[config.mk]
export PLATFORM = sky130hd
export DESIGN_NAME = fault_sim_ctrl
export DESIGN_NICKNAME = d
export VERILOG_FILES = /design/src/rtl/fault_sim_pkg.sv /design/src/rtl/fault_sim_settle_cnt.sv /design/src/rtl/fault_sim_ctrl.sv
export SDC_FILE = /design/constraint.sdc
export NUM_CORES = 1
export LEC_CHECK = 0
export BUFFER_PORTS_ARGS = -buffer_cell sky130_fd_sc_hd__buf_2
export CORE_UTILIZATION = 48
export DETAILED_ROUTE_END_ITERATION = 8
export PLACE_DENSITY = 0.76
export SETUP_SLACK_MARGIN = 0.1
export SLEW_MARGIN = 20
export SYNTH_ARGS = -nofsm -noshare
export SYNTH_HDL_FRONTEND = slang
export SYNTH_HIERARCHICAL = 1
export SYNTH_SLANG_ARGS = --single-unit
[constraint.sdc]
create_clock -name clk -period 2.6 [get_ports clk]
set_input_delay 0.39 -clock clk [delete_from_list [all_inputs] [get_ports clk]]
set_output_delay 0.39 -clock clk [all_outputs]
set_load 0.05 [all_outputs]
[src/rtl/fault_sim_pkg.sv]
// Shared types and sizing helpers for the serial fault-simulation sequencer.
package fault_sim_pkg;

  localparam int STATE_W    = 3;
  localparam int VEC_AW_DEF = 4;

  // Vector index carries one extra bit so a full memory (2^VEC_AW entries) is countable.
  function automatic int vec_cnt_w(input int aw);
    return aw + 1;
  endfunction

  localparam int VEC_CNT_W = vec_cnt_w(VEC_AW_DEF);

  typedef enum logic [STATE_W-1:0] {
    S_IDLE,
    S_INJECT,
    S_FETCH,
    S_APPLY,
    S_COMPARE,
    S_DROP,
    S_FIN
  } state_t;

endpackage

[src/rtl/fault_sim_settle_cnt.sv]
// Loadable down-counter timing how long a vector is held before comparison.
module fault_sim_settle_cnt #(
  parameter int W = 2
) (
  input  logic         clk,
  input  logic         rst_n,
  input  logic         load,
  input  logic [W-1:0] load_val,
  output logic         zero
);

  logic [W-1:0] cnt;

  always_ff @(posedge clk or negedge rst_n) begin
    if (!rst_n)          cnt <= '0;
    else if (load)       cnt <= load_val;
    else if (cnt != '0)  cnt <= cnt - 1'b1;
  end

  assign zero = (cnt == '0);

endmodule

[src/rtl/fault_sim_ctrl.sv]
// Clocked fault loop: inject, walk vectors, compare good/faulty outputs, drop on first detection.
// vec_data is sampled at the clock edge that closes the FETCH cycle.
module fault_sim_ctrl
  import fault_sim_pkg::*;
#(
  parameter int NUM_IN  = 6,
  parameter int VEC_AW  = VEC_AW_DEF,
  parameter int FAULT_W = 8,
  parameter int SETTLE  = 2
) (
  input  logic               clk,
  input  logic               rst_n,
  input  logic               start,
  input  logic [FAULT_W-1:0] num_faults,
  input  logic [VEC_AW:0]    num_vecs,
  output logic [VEC_AW-1:0]  vec_addr,
  input  logic [NUM_IN-1:0]  vec_data,
  output logic [NUM_IN-1:0]  pi_vec,
  output logic               fault_en,
  output logic [FAULT_W-1:0] fault_id,
  input  logic               out_good,
  input  logic               out_faulty,
  output logic               det_valid,
  output logic [FAULT_W-1:0] det_fault_id,
  output logic [NUM_IN-1:0]  det_vector,
  output logic               busy,
  output logic               done,
  output logic [FAULT_W-1:0] detected_cnt,
  output logic [FAULT_W-1:0] fault_cnt
);

  localparam int IW = vec_cnt_w(VEC_AW);
  localparam int SW = $clog2(SETTLE) + 1;

  state_t             state, nstate;
  logic [FAULT_W-1:0] nf_q, fid, det_cnt, flt_cnt;
  logic [IW-1:0]      nv_q, idx;
  logic [NUM_IN-1:0]  pi_q;
  logic               settle_zero, mismatch, last_vec, last_fault;

  assign mismatch   = out_good ^ out_faulty;
  assign last_vec   = (idx + IW'(1)) >= nv_q;
  assign last_fault = (fid == nf_q - FAULT_W'(1));

  fault_sim_settle_cnt #(.W(SW)) u_settle (
    .clk      (clk),
    .rst_n    (rst_n),
    .load     (state == S_FETCH),
    .load_val (SW'(SETTLE - 1)),
    .zero     (settle_zero)
  );

  always_ff @(posedge clk or negedge rst_n) begin
    if (!rst_n) state <= S_IDLE;
    else        state <= nstate;
  end

  always_comb begin
    nstate       = state;
    fault_en     = 1'b0;
    busy         = 1'b1;
    done         = 1'b0;
    det_valid    = 1'b0;
    det_fault_id = '0;
    det_vector   = '0;
    case (state)
      S_IDLE: begin
        busy = 1'b0;
        if (start) nstate = (num_faults == '0) ? S_FIN : S_INJECT;
      end
      S_INJECT: begin
        fault_en = 1'b1;
        nstate   = (nv_q == '0) ? S_DROP : S_FETCH;
      end
      S_FETCH: begin
        fault_en = 1'b1;
        nstate   = S_APPLY;
      end
      S_APPLY: begin
        fault_en = 1'b1;
        if (settle_zero) nstate = S_COMPARE;
      end
      S_COMPARE: begin
        fault_en = 1'b1;
        if (mismatch) begin
          det_valid    = 1'b1;
          det_fault_id = fid;
          det_vector   = pi_q;
        end
        nstate = (mismatch || last_vec) ? S_DROP : S_FETCH;
      end
      S_DROP: nstate = last_fault ? S_FIN : S_INJECT;
      S_FIN: begin
        busy   = 1'b0;
        done   = 1'b1;
        nstate = S_IDLE;
      end
      default: begin
        busy   = 1'b0;
        nstate = S_IDLE;
      end
    endcase
  end

  always_ff @(posedge clk or negedge rst_n) begin
    if (!rst_n) begin
      nf_q    <= '0;
      nv_q    <= '0;
      fid     <= '0;
      idx     <= '0;
      pi_q    <= '0;
      det_cnt <= '0;
      flt_cnt <= '0;
    end else begin
      case (state)
        S_IDLE: if (start) begin
          nf_q    <= num_faults;
          nv_q    <= num_vecs;
          fid     <= '0;
          idx     <= '0;
          det_cnt <= '0;
          flt_cnt <= '0;
        end
        S_FETCH: pi_q <= vec_data;
        S_COMPARE: begin
          if (mismatch)      det_cnt <= det_cnt + 1'b1;
          else if (!last_vec) idx    <= idx + 1'b1;
          // Both circuits see all-zero inputs during the gap between faults.
          if (mismatch || last_vec) pi_q <= '0;
        end
        S_DROP: begin
          flt_cnt <= flt_cnt + 1'b1;
          if (!last_fault) begin
            fid <= fid + 1'b1;
            idx <= '0;
          end
        end
        default: ;
      endcase
    end
  end

  assign vec_addr     = idx[VEC_AW-1:0];
  assign pi_vec       = pi_q;
  assign fault_id     = fid;
  assign detected_cnt = det_cnt;
  assign fault_cnt    = flt_cnt;

endmodule

Yosys cells after proc, flatten, opt, wreduce, memory -nomap -nowiden. Cells that the tools add are included.

Output and inout bits: 52. Register bits after elaboration: 53. Input port bits: 24. Word-level logic and storage cells: 82.

Reduce and logical (&&, ||, !) cells: 20. $add $sub $neg: 6. Equal/unequal tests: 14. Magnitude comparators: 1. Bitwise gates (word level): 1. Muxes and demuxes: 31.

Operator list (count): $pmux W8 S2 (3); $mux W8 (5); $add A8 B1 Y8 const B (3); $mux W5 (4); $mux W3 (6); $mux W6 (3); $pmux W3 S6 (1); $pmux W5 S3 (1); $ne A2 B2 Y1 const B (7); $pmux W6 S2 (1); $reduce_bool A2 Y1 (5); $eq A3 B3 Y1 const B (3); $eq A8 B8 Y1 (1); $logic_not A8 Y1 (1); $reduce_and A2 Y1 (4); $sub A8 B1 Y8 const B (1); $eq A3 B2 Y1 const B (2); $reduce_and A3 Y1 (2); $add A5 B1 Y5 const B (1); $ge A5 B5 Y1 (1); $logic_not A5 Y1 (1); $mux W1 (5); $reduce_and A5 Y1 (1); $reduce_or A5 Y1 (1); 9 further kinds (10).

Depth between registers and ports, before layout.
Word-level depth: 5. Gate-level depth with buffers: 10. Depth with buffers taken out: 10.

Hierarchy. The synthesis kept the hierarchy.

By module, submodules not included: fault_sim_ctrl (times used 1, seq. area each 1276.2 µm², area each 2972.9 µm², cells each 338); fault_sim_settle_cnt (times used 1, seq. area each 50.0 µm², area each 113.9 µm², cells each 12).

Least setup slack after synthesis. No wires, ideal clock.

Kind: reg2out. Start: reg state[1]. End: out det_fault_id[0]. Arrival time: 2306 ps. Slack: -96 ps. Path buffers: 2. Stages on the path, launching flop included: 7. Required time: 2210 ps. Cells stage by stage: dfrtp_1 > buf_2 > nor2_2 > nand2_1 > nor2_1 > clkbuf_1 > and2_1.

Longest elaborated chain between the ends: 2.

RTL lines: from (decl) (line fault_sim_ctrl.sv:35) `state_t state, nstate;`; from (signal assigned) (line fault_sim_ctrl.sv:55) `else state <= nstate;`; $eq A3 B3 Y1 (line fault_sim_ctrl.sv:66) `case (state)`; $mux W8 (line fault_sim_ctrl.sv:66); to (decl) (line fault_sim_ctrl.sv:24) `output logic [FAULT_W-1:0] det_fault_id,`.

No other way between the ends.

Final worst setup path.
Start: reg idx[0]. End: reg idx[1].

Longest elaborated chain between the ends: 4. Elaborated cells between the ends (all ways): 7. Classes of those cells: 1 x add/sub; 1 x order compare; 1 x eq/ne; 3 x mux; 1 x reduce/logical.

RTL lines: from (decl) (line fault_sim_ctrl.sv:37) `logic [IW-1:0] nv_q, idx;`; from (signal assigned) (line fault_sim_ctrl.sv:127) `else if (!last_vec) idx <= idx + 1'b1;`; $add A5 B1 Y5 (*) (line fault_sim_ctrl.sv:42, fault_sim_ctrl.sv:127); $ge A5 B5 Y1 or $mux W5 (tied branches) (line fault_sim_ctrl.sv:42, fault_sim_ctrl.sv:127); $ne A2 B2 Y1 (no line) or $mux W5 (tied branches); $reduce_and A5 Y1 (no line) or $pmux W5 S3 (tied branches).

Mark *: on every way between the ends. The rest lies on a longest branch, timed or not. The select of a mux whose other input is x is not followed. A chain may end at the register's enable or synchronous reset.

==> flow_metrics.env <==
export IMPL_status="completed"
export IMPL_setup_tns_ns=0
export IMPL_fin_crit_sh_pct=91.0
export IMPL_pwr_share_clk_pct=12.9
export IMPL_antenna_found_initial=0
export IMPL_final_hold_viol_count=0
export IMPL_final_cells=510
export IMPL_io_pins=76
export IMPL_grt_use_total_pct=22.8
export IMPL_relSlewSlack_pct=40.7
export IMPL_clk_latency_ns=0.31
export IMPL_multi_input_area_sq_um=1630
export IMPL_clockBufferDepth=2
export IMPL_die_area_sq_um=6760
export IMPL_synth_ff_type="dfrtp_1"
export IMPL_yosysSeqAreaShare_pct=43.0
export IMPL_path_clk_slew_ns=0.09
export IMPL_cp_max_fo=5
export IMPL_cp_required_ns=2.80
export IMPL_final_nets=470
export IMPL_use_met3_pct=5.49
export IMPL_grt_pass1_wl_mm=11.8
export IMPL_reg2regPathDepth=10
export IMPL_drt_total_wl_mm=7.23
export IMPL_timing_rr_end="idx[1]$_DFFE_PN0P_"
export IMPL_synthTopCellsByArea="dfrtp_1 (43%), nand2_1 (6.4%), ha_1 (4.5%)"
export IMPL_row_count=28
export IMPL_swShare_pct=47.7
export IMPL_fin_crit_ns=2.37
export IMPL_rsz0062_at_grt="false"
export IMPL_finalSetupViolCount=0
export IMPL_cts_sinks=53
export IMPL_numCtsBuffers=5
export IMPL_ys_warn_count=6
export IMPL_synth_edf_count=0
export IMPL_overflow=0
export IMPL_synth_top_cell_area_share_pct=43.0
export IMPL_p_comb_share_pct=51.0
export IMPL_cts_tree="built"
export IMPL_slew_violations=0
export IMPL_drive_above_1_share_pct=26.4
export IMPL_dr_first_iter_drc_count=157
export IMPL_power_density_nw_per_um2=998
export IMPL_via_per_inst=5.48
export IMPL_crit_end="idx[1]$_DFFE_PN0P_"
export IMPL_hold_buffers=0
export IMPL_seqCellArea_sq_um=1330
export IMPL_gr_usage_met1_pct=30.6
export IMPL_regToRegStartpoint="idx[0]$_DFFE_PN0P_"
export IMPL_routabilityCongestion=0.877
export IMPL_postSynthCellCount=350
export IMPL_async_flop_share_pct=100
export IMPL_synth_nets=385
export IMPL_cts_root_buf="clkbuf_8"
export IMPL_tightest_slew_ns=0.890
export IMPL_cp_startpoint="idx[0]$_DFFE_PN0P_"
export IMPL_die_w_microns=82.2
export IMPL_r2r_setup_slack_ns=0.23
export IMPL_die_h_microns=82.2
export IMPL_fmax_mhz=423
export IMPL_synth_seq_cells=53
export IMPL_cts_max_level=2
export IMPL_diodes=0
export IMPL_wl_per_cell_microns=14.2
export IMPL_seqPwrFrac_pct=36.1
export IMPL_area_delta_synth_final_pct=20.3
export IMPL_layout_setup_ws_ns=0.234
export IMPL_core_sq_um=6060
export IMPL_netlist_area_sq_um=3090
export IMPL_p_switching_mw=1.77
export IMPL_syn_area_per_cell_sq_um=8.82
export IMPL_p_int_mw=1.94
export IMPL_dp_hpwl_mm=5.38
export IMPL_crit_path_start_kind="register"
export IMPL_cp_arrival_ns=2.57
export IMPL_clock_skew_ns=0.00624
export IMPL_worst_setup_path_end_kind="register"
export IMPL_utilization_pct=61.3
export IMPL_grt_busiest_layer="met2"
export IMPL_place_worst_setup_slack_ns=0.113
export IMPL_grt_use_met2_pct=36.9
export IMPL_yosysTopAreaCell="dfrtp_1"
export IMPL_ys_types=52
export IMPL_antenna_left=0
export IMPL_grt_max_degree=41
export IMPL_vias=2793
export IMPL_dpl_cell_count=501
export IMPL_irDropWorstVdd_mv=0.688
export IMPL_initial_core_util_pct=50.9
export IMPL_worst_setup_path_type="reg2reg"
export IMPL_synth_common_cells="dfrtp_1 (53), nand2_1 (53), nor2_1 (24), o21ai_0 (24), nand3_1 (20)"
export IMPL_drt_pre_antenna_iters=4
export IMPL_fillers=549
export IMPL_first_global_vias=2564
export IMPL_hold_path_class="in2async"
export IMPL_drcViolationCount=0
export IMPL_max_cap_viol_count=0
export IMPL_port_buffers=75
export IMPL_p_leak_nw=1.92
-- power groups by stage --
stage	clock, mW	combinational [mW]	sequential [mW]
global route	0.530	2.09	1.37
finish	0.480	1.89	1.34
global placement	0	1.79	1.33
CTS	0.496	1.85	1.33
detailed placement	0	1.84	1.34
floorplan	0	1.18	1.53
-- timing repair --
action | CTS | global route
pin swaps | 0 | 2
setup endpoints to repair | 1 | 13
gates resized for setup | 2 | 4
buffers inserted | 0 | 2
-- through the flow --
| step | hold WS, ns | total power [mW] | instance area [sq um] |
|---|---|---|---|
| finish | 0.194 | 3.71 | 3710 |
| global route | 0.258 | 3.99 | 3710 |
| CTS | 0.214 | 3.67 | 3680 |
| detailed placement | 0.472 | 3.18 | 3590 |
| global placement | 0.466 | 3.12 | 3590 |
| floorplan | 0.0944 | 2.70 | 3090 |
-- sequential cells by signal, indices dropped and copies added, names as in the netlist --
signal,cells
detected_cnt,8
fault_cnt,8
fault_id,8
idx,5
nf_q,8
nv_q,5
pi_vec,6
state,3
u_settle/cnt,2
-- cells in the final DEF (no fill, tap or decap), types with 6 or more instances in the layout --
master,instances
a22o_1,6
xnor2_1,10
xor2_1,10
nor2_1,24
dfrtp_1,53
o21ai_0,24
inv_1,18
nand2_1,53
a21oi_1,13
nand4_1,9
buf_4,17
buf_2,75
nor3_1,9
nand3_1,20
and2_1,12
clkbuf_8,6
ha_1,10
-- worst max-delay path, cell delays in order, from the launching register on --
cell and delay [ns]:
dfrtp_1 0.42, ha_2 0.21, xor2_1 0.19, ha_1 0.22, o21a_1 0.13, nor2_1 0.04, o311ai_1 0.31, nor2b_2 0.23
nor2_1 0.07, nand2_2 0.14, mux2_4 0.31
-- kinds of logic (layout without fill, tap and decap cells) --
family	Yosys count	count (layout)	synth area share, %
AND/OR/NAND/NOR	157	157	25.5
AO/OA/AOI/OAI	65	65	13.0
flip-flops	53	53	43.0
buffers and inverters	33	118	4.86
XOR/XNOR	20	20	5.67
adder cells (fa/ha/maj)	11	11	4.46
multiplexers	9	9	3.32
other	2	2	0.243
-- final cells by class --
cell class,count,area share [%]
inverter,19,1.92
clock buffer,6,2.22
sequential,53,35.7
multi-input combinational,264,43.8
tap,75,2.53
timing repair buffer,92,13.5
clock inverter,1,0.202
-- worst min path at each step --
stage	startpoint	to	slack (ns)	cells after the start
final	rst_n	nf_q[6]$_DFFE_PN0P_	0.19	1
after global routing	rst_n	state[2]$_DFFE_PN0P_	0.26	1
after CTS	rst_n	fault_id[5]$_DFFE_PN0P_	0.21	1
after detailed placement	fault_cnt[7]$_DFFE_PN0P_	fault_cnt[7]$_DFFE_PN0P_	0.47	1
after global placement	fault_cnt[7]$_DFFE_PN0P_	fault_cnt[7]$_DFFE_PN0P_	0.47	1
after floorplan	rst_n	detected_cnt[0]$_DFFE_PN0P_	0.09	0
-- routing by layer --
layer  part of all wire [%]  wire [microns]
met5                      0               0
met4                   0.61              44
met3                    5.4             389
met2                     48            3470
met1                     46            3330
Power figures use the tool's default switching activity.
